File: src/rtl/tag_issue_sched.sv
// tag_issue_sched: takes one job descriptor and loads its tags into the column tag allocator one at a time.
// Optional per-job stall counter output is enabled by defining TAG_ISSUE_SCHED_STALL_CNT_EN.
module tag_issue_sched #(
  parameter int NUM_COL = 8,
  parameter int TW      = $clog2(NUM_COL) + 1,
  parameter int CNT_W   = 16
) (
  input  logic             clk,
  input  logic             rst,
  input  logic             cfg_valid,
  output logic             cfg_ready,
  input  logic [7:0]       cfg_kernel_size,
  input  logic [CNT_W-1:0] cfg_num_tags,
  input  logic [TW-1:0]    cfg_first_tag,
  input  logic             abort,
  input  logic             tag_busy,
  output logic             flush_tag,
  output logic [TW-1:0]    tag_in,
  output logic [7:0]       kernel_size,
  output logic             busy,
  output logic             done,
  output logic             cfg_err,
  output logic [CNT_W-1:0] issued_cnt
`ifdef TAG_ISSUE_SCHED_STALL_CNT_EN
  ,
  output logic [31:0]      stall_cycles
`endif
);

  typedef enum logic [2:0] {IDLE, ISSUE, GAP, WAIT, DONE} state_t;

  localparam logic [7:0] NUM_COL_K = 8'(NUM_COL);

  state_t           state_q, state_d;
  logic             cfg_ready_q, cfg_ready_d;
  logic             flush_tag_q, flush_tag_d;
  logic [TW-1:0]    tag_in_q, tag_in_d;
  logic [7:0]       kernel_size_q, kernel_size_d;
  logic             busy_q, busy_d;
  logic             done_q, done_d;
  logic             cfg_err_q, cfg_err_d;
  logic [CNT_W-1:0] issued_cnt_q, issued_cnt_d;
  logic [CNT_W-1:0] remaining_q, remaining_d;
  logic [TW-1:0]    next_tag_q, next_tag_d;
  logic [7:0]       gap_q, gap_d;

  logic             cfg_fire;
  logic             cfg_bad;
  logic             job_accept;
  logic [TW-1:0]    first_tag;
  logic [7:0]       gap_load;
  logic [TW-1:0]    issue_tag;
  logic [CNT_W-1:0] issue_rem;
  logic [CNT_W-1:0] issue_cnt;

  // Tag 0 is reserved by the allocator, so the sequence wraps from all-ones back to 1.
  function automatic logic [TW-1:0] tag_advance(input logic [TW-1:0] t);
    if (t == {TW{1'b1}}) begin
      return TW'(1);
    end
    return t + TW'(1);
  endfunction

  always_comb begin
    state_d       = state_q;
    cfg_ready_d   = 1'b0;
    flush_tag_d   = 1'b0;
    tag_in_d      = tag_in_q;
    kernel_size_d = kernel_size_q;
    busy_d        = 1'b0;
    done_d        = 1'b0;
    cfg_err_d     = 1'b0;
    issued_cnt_d  = issued_cnt_q;
    remaining_d   = remaining_q;
    next_tag_d    = next_tag_q;
    gap_d         = gap_q;
    job_accept    = 1'b0;

    cfg_fire  = cfg_valid && cfg_ready_q && !abort;
    cfg_bad   = (cfg_kernel_size == 8'd0) || (cfg_kernel_size > NUM_COL_K) ||
                (cfg_num_tags == '0);
    first_tag = (cfg_first_tag == '0) ? TW'(1) : cfg_first_tag;
    // The gap never drops below two cycles so the allocator's registered tag_busy is valid in WAIT.
    gap_load  = (kernel_size_q < 8'd2) ? 8'd1 : kernel_size_q - 8'd1;

    issue_tag = next_tag_q;
    issue_rem = remaining_q;
    issue_cnt = issued_cnt_q;

    unique case (state_q)
      IDLE: begin
        if (cfg_fire) begin
          if (cfg_bad) begin
            cfg_err_d = 1'b1;
          end else begin
            job_accept    = 1'b1;
            state_d       = ISSUE;
            kernel_size_d = cfg_kernel_size;
            issue_tag     = first_tag;
            issue_rem     = cfg_num_tags;
            issue_cnt     = '0;
          end
        end
      end
      ISSUE: begin
        gap_d   = gap_load;
        state_d = GAP;
      end
      GAP: begin
        if (gap_q <= 8'd1) begin
          gap_d   = 8'd0;
          state_d = WAIT;
        end else begin
          gap_d = gap_q - 8'd1;
        end
      end
      WAIT: begin
        if (!tag_busy) begin
          state_d = (remaining_q != '0) ? ISSUE : DONE;
        end
      end
      DONE: state_d = IDLE;
      default: state_d = IDLE;
    endcase

    if (abort && (state_q != IDLE)) begin
      state_d = IDLE;
    end

    // Outputs are registered against the state being entered, so they line up with that state.
    if (state_d == ISSUE) begin
      flush_tag_d  = 1'b1;
      tag_in_d     = issue_tag;
      next_tag_d   = tag_advance(issue_tag);
      remaining_d  = issue_rem - CNT_W'(1);
      issued_cnt_d = issue_cnt + CNT_W'(1);
    end

    busy_d      = (state_d == ISSUE) || (state_d == GAP) || (state_d == WAIT);
    done_d      = (state_d == DONE);
    cfg_ready_d = (state_d == IDLE) && !(abort && (state_q == IDLE));
  end

  always_ff @(posedge clk or posedge rst) begin
    if (rst) begin
      state_q       <= IDLE;
      cfg_ready_q   <= 1'b0;
      flush_tag_q   <= 1'b0;
      tag_in_q      <= '0;
      kernel_size_q <= '0;
      busy_q        <= 1'b0;
      done_q        <= 1'b0;
      cfg_err_q     <= 1'b0;
      issued_cnt_q  <= '0;
      remaining_q   <= '0;
      next_tag_q    <= '0;
      gap_q         <= '0;
    end else begin
      state_q       <= state_d;
      cfg_ready_q   <= cfg_ready_d;
      flush_tag_q   <= flush_tag_d;
      tag_in_q      <= tag_in_d;
      kernel_size_q <= kernel_size_d;
      busy_q        <= busy_d;
      done_q        <= done_d;
      cfg_err_q     <= cfg_err_d;
      issued_cnt_q  <= issued_cnt_d;
      remaining_q   <= remaining_d;
      next_tag_q    <= next_tag_d;
      gap_q         <= gap_d;
    end
  end

  assign cfg_ready   = cfg_ready_q;
  assign flush_tag   = flush_tag_q;
  assign tag_in      = tag_in_q;
  assign kernel_size = kernel_size_q;
  assign busy        = busy_q;
  assign done        = done_q;
  assign cfg_err     = cfg_err_q;
  assign issued_cnt  = issued_cnt_q;

`ifdef TAG_ISSUE_SCHED_STALL_CNT_EN
  logic [31:0] stall_q, stall_d;

  always_comb begin
    stall_d = stall_q;
    if (job_accept) begin
      stall_d = '0;
    end else if ((state_q == WAIT) && tag_busy && (stall_q != 32'hFFFF_FFFF)) begin
      stall_d = stall_q + 32'd1;
    end
  end

  always_ff @(posedge clk or posedge rst) begin
    if (rst) begin
      stall_q <= '0;
    end else begin
      stall_q <= stall_d;
    end
  end

  assign stall_cycles = stall_q;
`endif

endmodule

File: config.mk
export PLATFORM = sky130hd
export DESIGN_NAME = tag_issue_sched
export DESIGN_NICKNAME = d
export VERILOG_FILES = /design/src/rtl/tag_issue_sched.sv
export SDC_FILE = /design/constraint.sdc
export NUM_CORES = 1
export LEC_CHECK = 0
export ABC_AREA = 0
export CAP_MARGIN = 0
export CORE_MARGIN = 3
export CORE_UTILIZATION = 58
export CTS_CLUSTER_SIZE = 10
export DETAILED_ROUTE_END_ITERATION = 6
export GPL_ROUTABILITY_DRIVEN = 0
export PLACE_DENSITY = 0.86
export RECOVER_POWER = 50
export SYNTH_ARGS = -nofsm -noshare
export SYNTH_HDL_FRONTEND = slang
export SYNTH_SLANG_ARGS = --single-unit
File: constraint.sdc
create_clock -name clk -period 6.1 [get_ports clk]
set_clock_uncertainty 0.05 [all_clocks]
set_input_delay 1.525 -clock clk [delete_from_list [all_inputs] [get_ports clk]]
set_output_delay 1.525 -clock clk [all_outputs]
set_load 0.1 [all_outputs]
==> metrics.txt <==
Area Overhead vs Synth 24.1%; post-synth cell types 53; FF+latch count, synth 64; Clk Latency, worst-skew pair 0.36 ns; EDFF count, synth 0; Psw 587 uW; layout cells sized above 1 7.34%; Final Hold Fails 0; Detailed Route WL 9770 um; outcome finished with violations; residual DRC count 0; Critical Path End remaining_q[12]; Total GRT Usage between 20% and 30%; Worst R2R Path Depth 11; io pins 66; grt met3 use 5.64%; Logic pwr share between 30% and 40%; largest net degree at the start of global routing 65; final non-filler cell total 595; Worst setup SP type input port; fmax about 200 MHz; die height 87.7 um; setup TNS 0 ns; Max VDD drop between 0.00015 and 0.0002 V; Post-CTS Setup Inserts 0; LEAKAGE 0.00202 uW; worst r2r dst remaining_q[12]; Tmin final 5.06 ns; antenna-violating nets left 0; gr busiest metal met2; initial antenna violation count 0; die width 87.7 um; dpl ws 0.734 ns; RSZ-0062 raised after global routing false; Avg Synthesized Cell Area ~8.6 um2; failing checks capacitance limit, slew limit; 1st-pass router iterations 5; gr ovfl total 0; final worst slack 1.04 ns; sequential share of the synthesized area 41.4%; Max Cap Violations 1; Clk network pwr share 27.7%; hold_buf cts 0; M1 GR Usage 36.1%; DRT iter0 DRCs 283; post-detail-place hpwl 6830 um; WS Path Type input port to register; WL/cell 16.4 um; die area 7690 um2; Max clock buf depth 2; Critical Path Fanout Max 9; Root Driver clkbuf_8; Pint 889 uW; # H-tree levels 3; worst rel slew slack -124%; vias in the first global route 3465; port buffer count 65; CTS Sinks 64; RR Startpoint state_q[1]; core area about 6400 um2; post_cts resized 0; R2R Setup Slk roughly 2.3 ns; Yosys Warn Count 0; Cell Count Post-Placement 579; Worst Setup SP cfg_kernel_size[7]; share of total power in sequential cells 38.4%; CTS buffer count 9; Post-Syn Area 3870 um2; met2 Track Usage GR 43.4%; vias 3720; Pwr Density 307 nW/um2; hold slack 0.445 ns; fin. max-slew vios 65; synthesized instance count between 400 and 500; Final Cycle Share 83.0%; row count 29; Final nets 552; Net Sw Frac 39.8%; TritonCTS clock tree built; Pwr Total about 1500 uW; HP Class register to register; ant diodes 0; Via density 6.25; WP data required 6.29 ns; crit path capture type register; syn nets just under 500; worst path arrival time 5.26 ns; Clock Pin Slew Worst Setup and Hold Paths 0.07 ns; asr flop ratio synth 100%; filler instances 466; first-pass GRT wire length 16200 um; final setup fails 0; starting density of the core 60.3%; worst-margin pin slew 3.36 ns; most used cells in the layout excluding fill and tap cells 64 x dfrtp_1, 58 x clkdlybuf4s50_1, 54 x nor2_1; Post-synth top flop dfrtp_1; commonest non-fill, non-tap cell in the layout dfrtp_1
==> metrics by stage <==
stage          cell area [um2]  utilization [%]
3_3_place_gp              4590             71.5
4_1_cts                   4810             74.9
3_5_place_dp              4590             71.5
5_1_grt                   4800             74.8
2_1_floorplan             3870                -
6_report                  4800             74.8
==> registers in the layout (all words and copies together) (netlist names) <==
register / cells
tag_in: 4
next_tag_q: 4
flush_tag: 1
gap_q: 8
cfg_err: 1
done: 1
cfg_ready: 1
state_q: 3
kernel_size: 8
busy: 1
issued_cnt: 16
remaining_q: 16
==> power by group through the flow <==
stage / sequential (uW) / combinational [uW] / clock, uW
4_1_cts: 561 / 500 / 411
6_report: 566 / 501 / 409
3_5_place_dp: 569 / 496 / 0
5_1_grt: 574 / 558 / 433
2_1_floorplan: 651 / 278 / 0
3_3_place_gp: 565 / 480 / 0
==> layout make-up <==
cell class                 count  area [um2]  share of cell area (%)
sequential                    64        1600                    33.3
clock buffer                   9         124                    2.58
multi-input combinational    347        2110                    44.0
clock inverter                 7        95.1                    1.98
tap                           77        96.3                    2.01
timing repair buffer          73         707                    14.7
inverter                      18        67.6                    1.41
==> cell usage after synthesis (all sizes together), types with 7 or more instances <==
library cell / n / area (um2)
dfrtp: 64 / 1600
nor2: 54 / 203
nand2: 47 / 176
o21ai: 39 / 195
a21oi: 25 / 125
nor3: 22 / 110
nor4: 18 / 178
xnor2: 18 / 158
inv: 17 / 63.8
nand3: 16 / 80.1
clkbuf: 15 / 56.3
and2: 9 / 56.3
a22o: 8 / 70.1
xor2: 8 / 70.1
buf: 7 / 51.3
nand4: 7 / 50.1
==> routing by layer <==
metal / routed length [um] / vias up
met4: 132 / 0
met2: 4810 / 150
li1: - / 1761
met3: 682 / 18
met5: 0 / -
met1: 4140 / 1791
==> how the worst min path moves through the flow <==
stage,startpoint,end,slack [ns],cells after the start
finish,tag_in[3],tag_in[3],0.45,2
global route,tag_in[3],tag_in[3],0.49,2
CTS,tag_in[3],tag_in[3],0.45,2
detailed placement,tag_in[0],tag_in[0],0.43,2
global placement,tag_in[2],tag_in[2],0.42,1
floorplan,remaining_q[14],remaining_q[14],0.41,2
==> worst max-delay path, cell delays in order <==
cell and delay [ns]:
clkdlybuf4s50_1 0.40, or4_4 0.53, or3_1 0.38, a311oi_4 0.35, mux2i_1 0.25, ha_1 0.33
nor3b_1 0.30, nand2_1 0.17, or3_1 0.35, nor3_1 0.22, o21ai_0 0.11, a221oi_1 0.33
==> cell families after synthesis <==
group,after synthesis,share of synthesized area [%]
AND/OR/NAND/NOR,204,28.0
XOR/XNOR,26,5.88
flip-flops,64,41.4
buffers and inverters,40,4.52
adder cells (fa/ha/maj),6,1.94
AO/OA/AOI/OAI,107,17.3
multiplexers,4,1.03
Power figures use the tool's default switching activity.
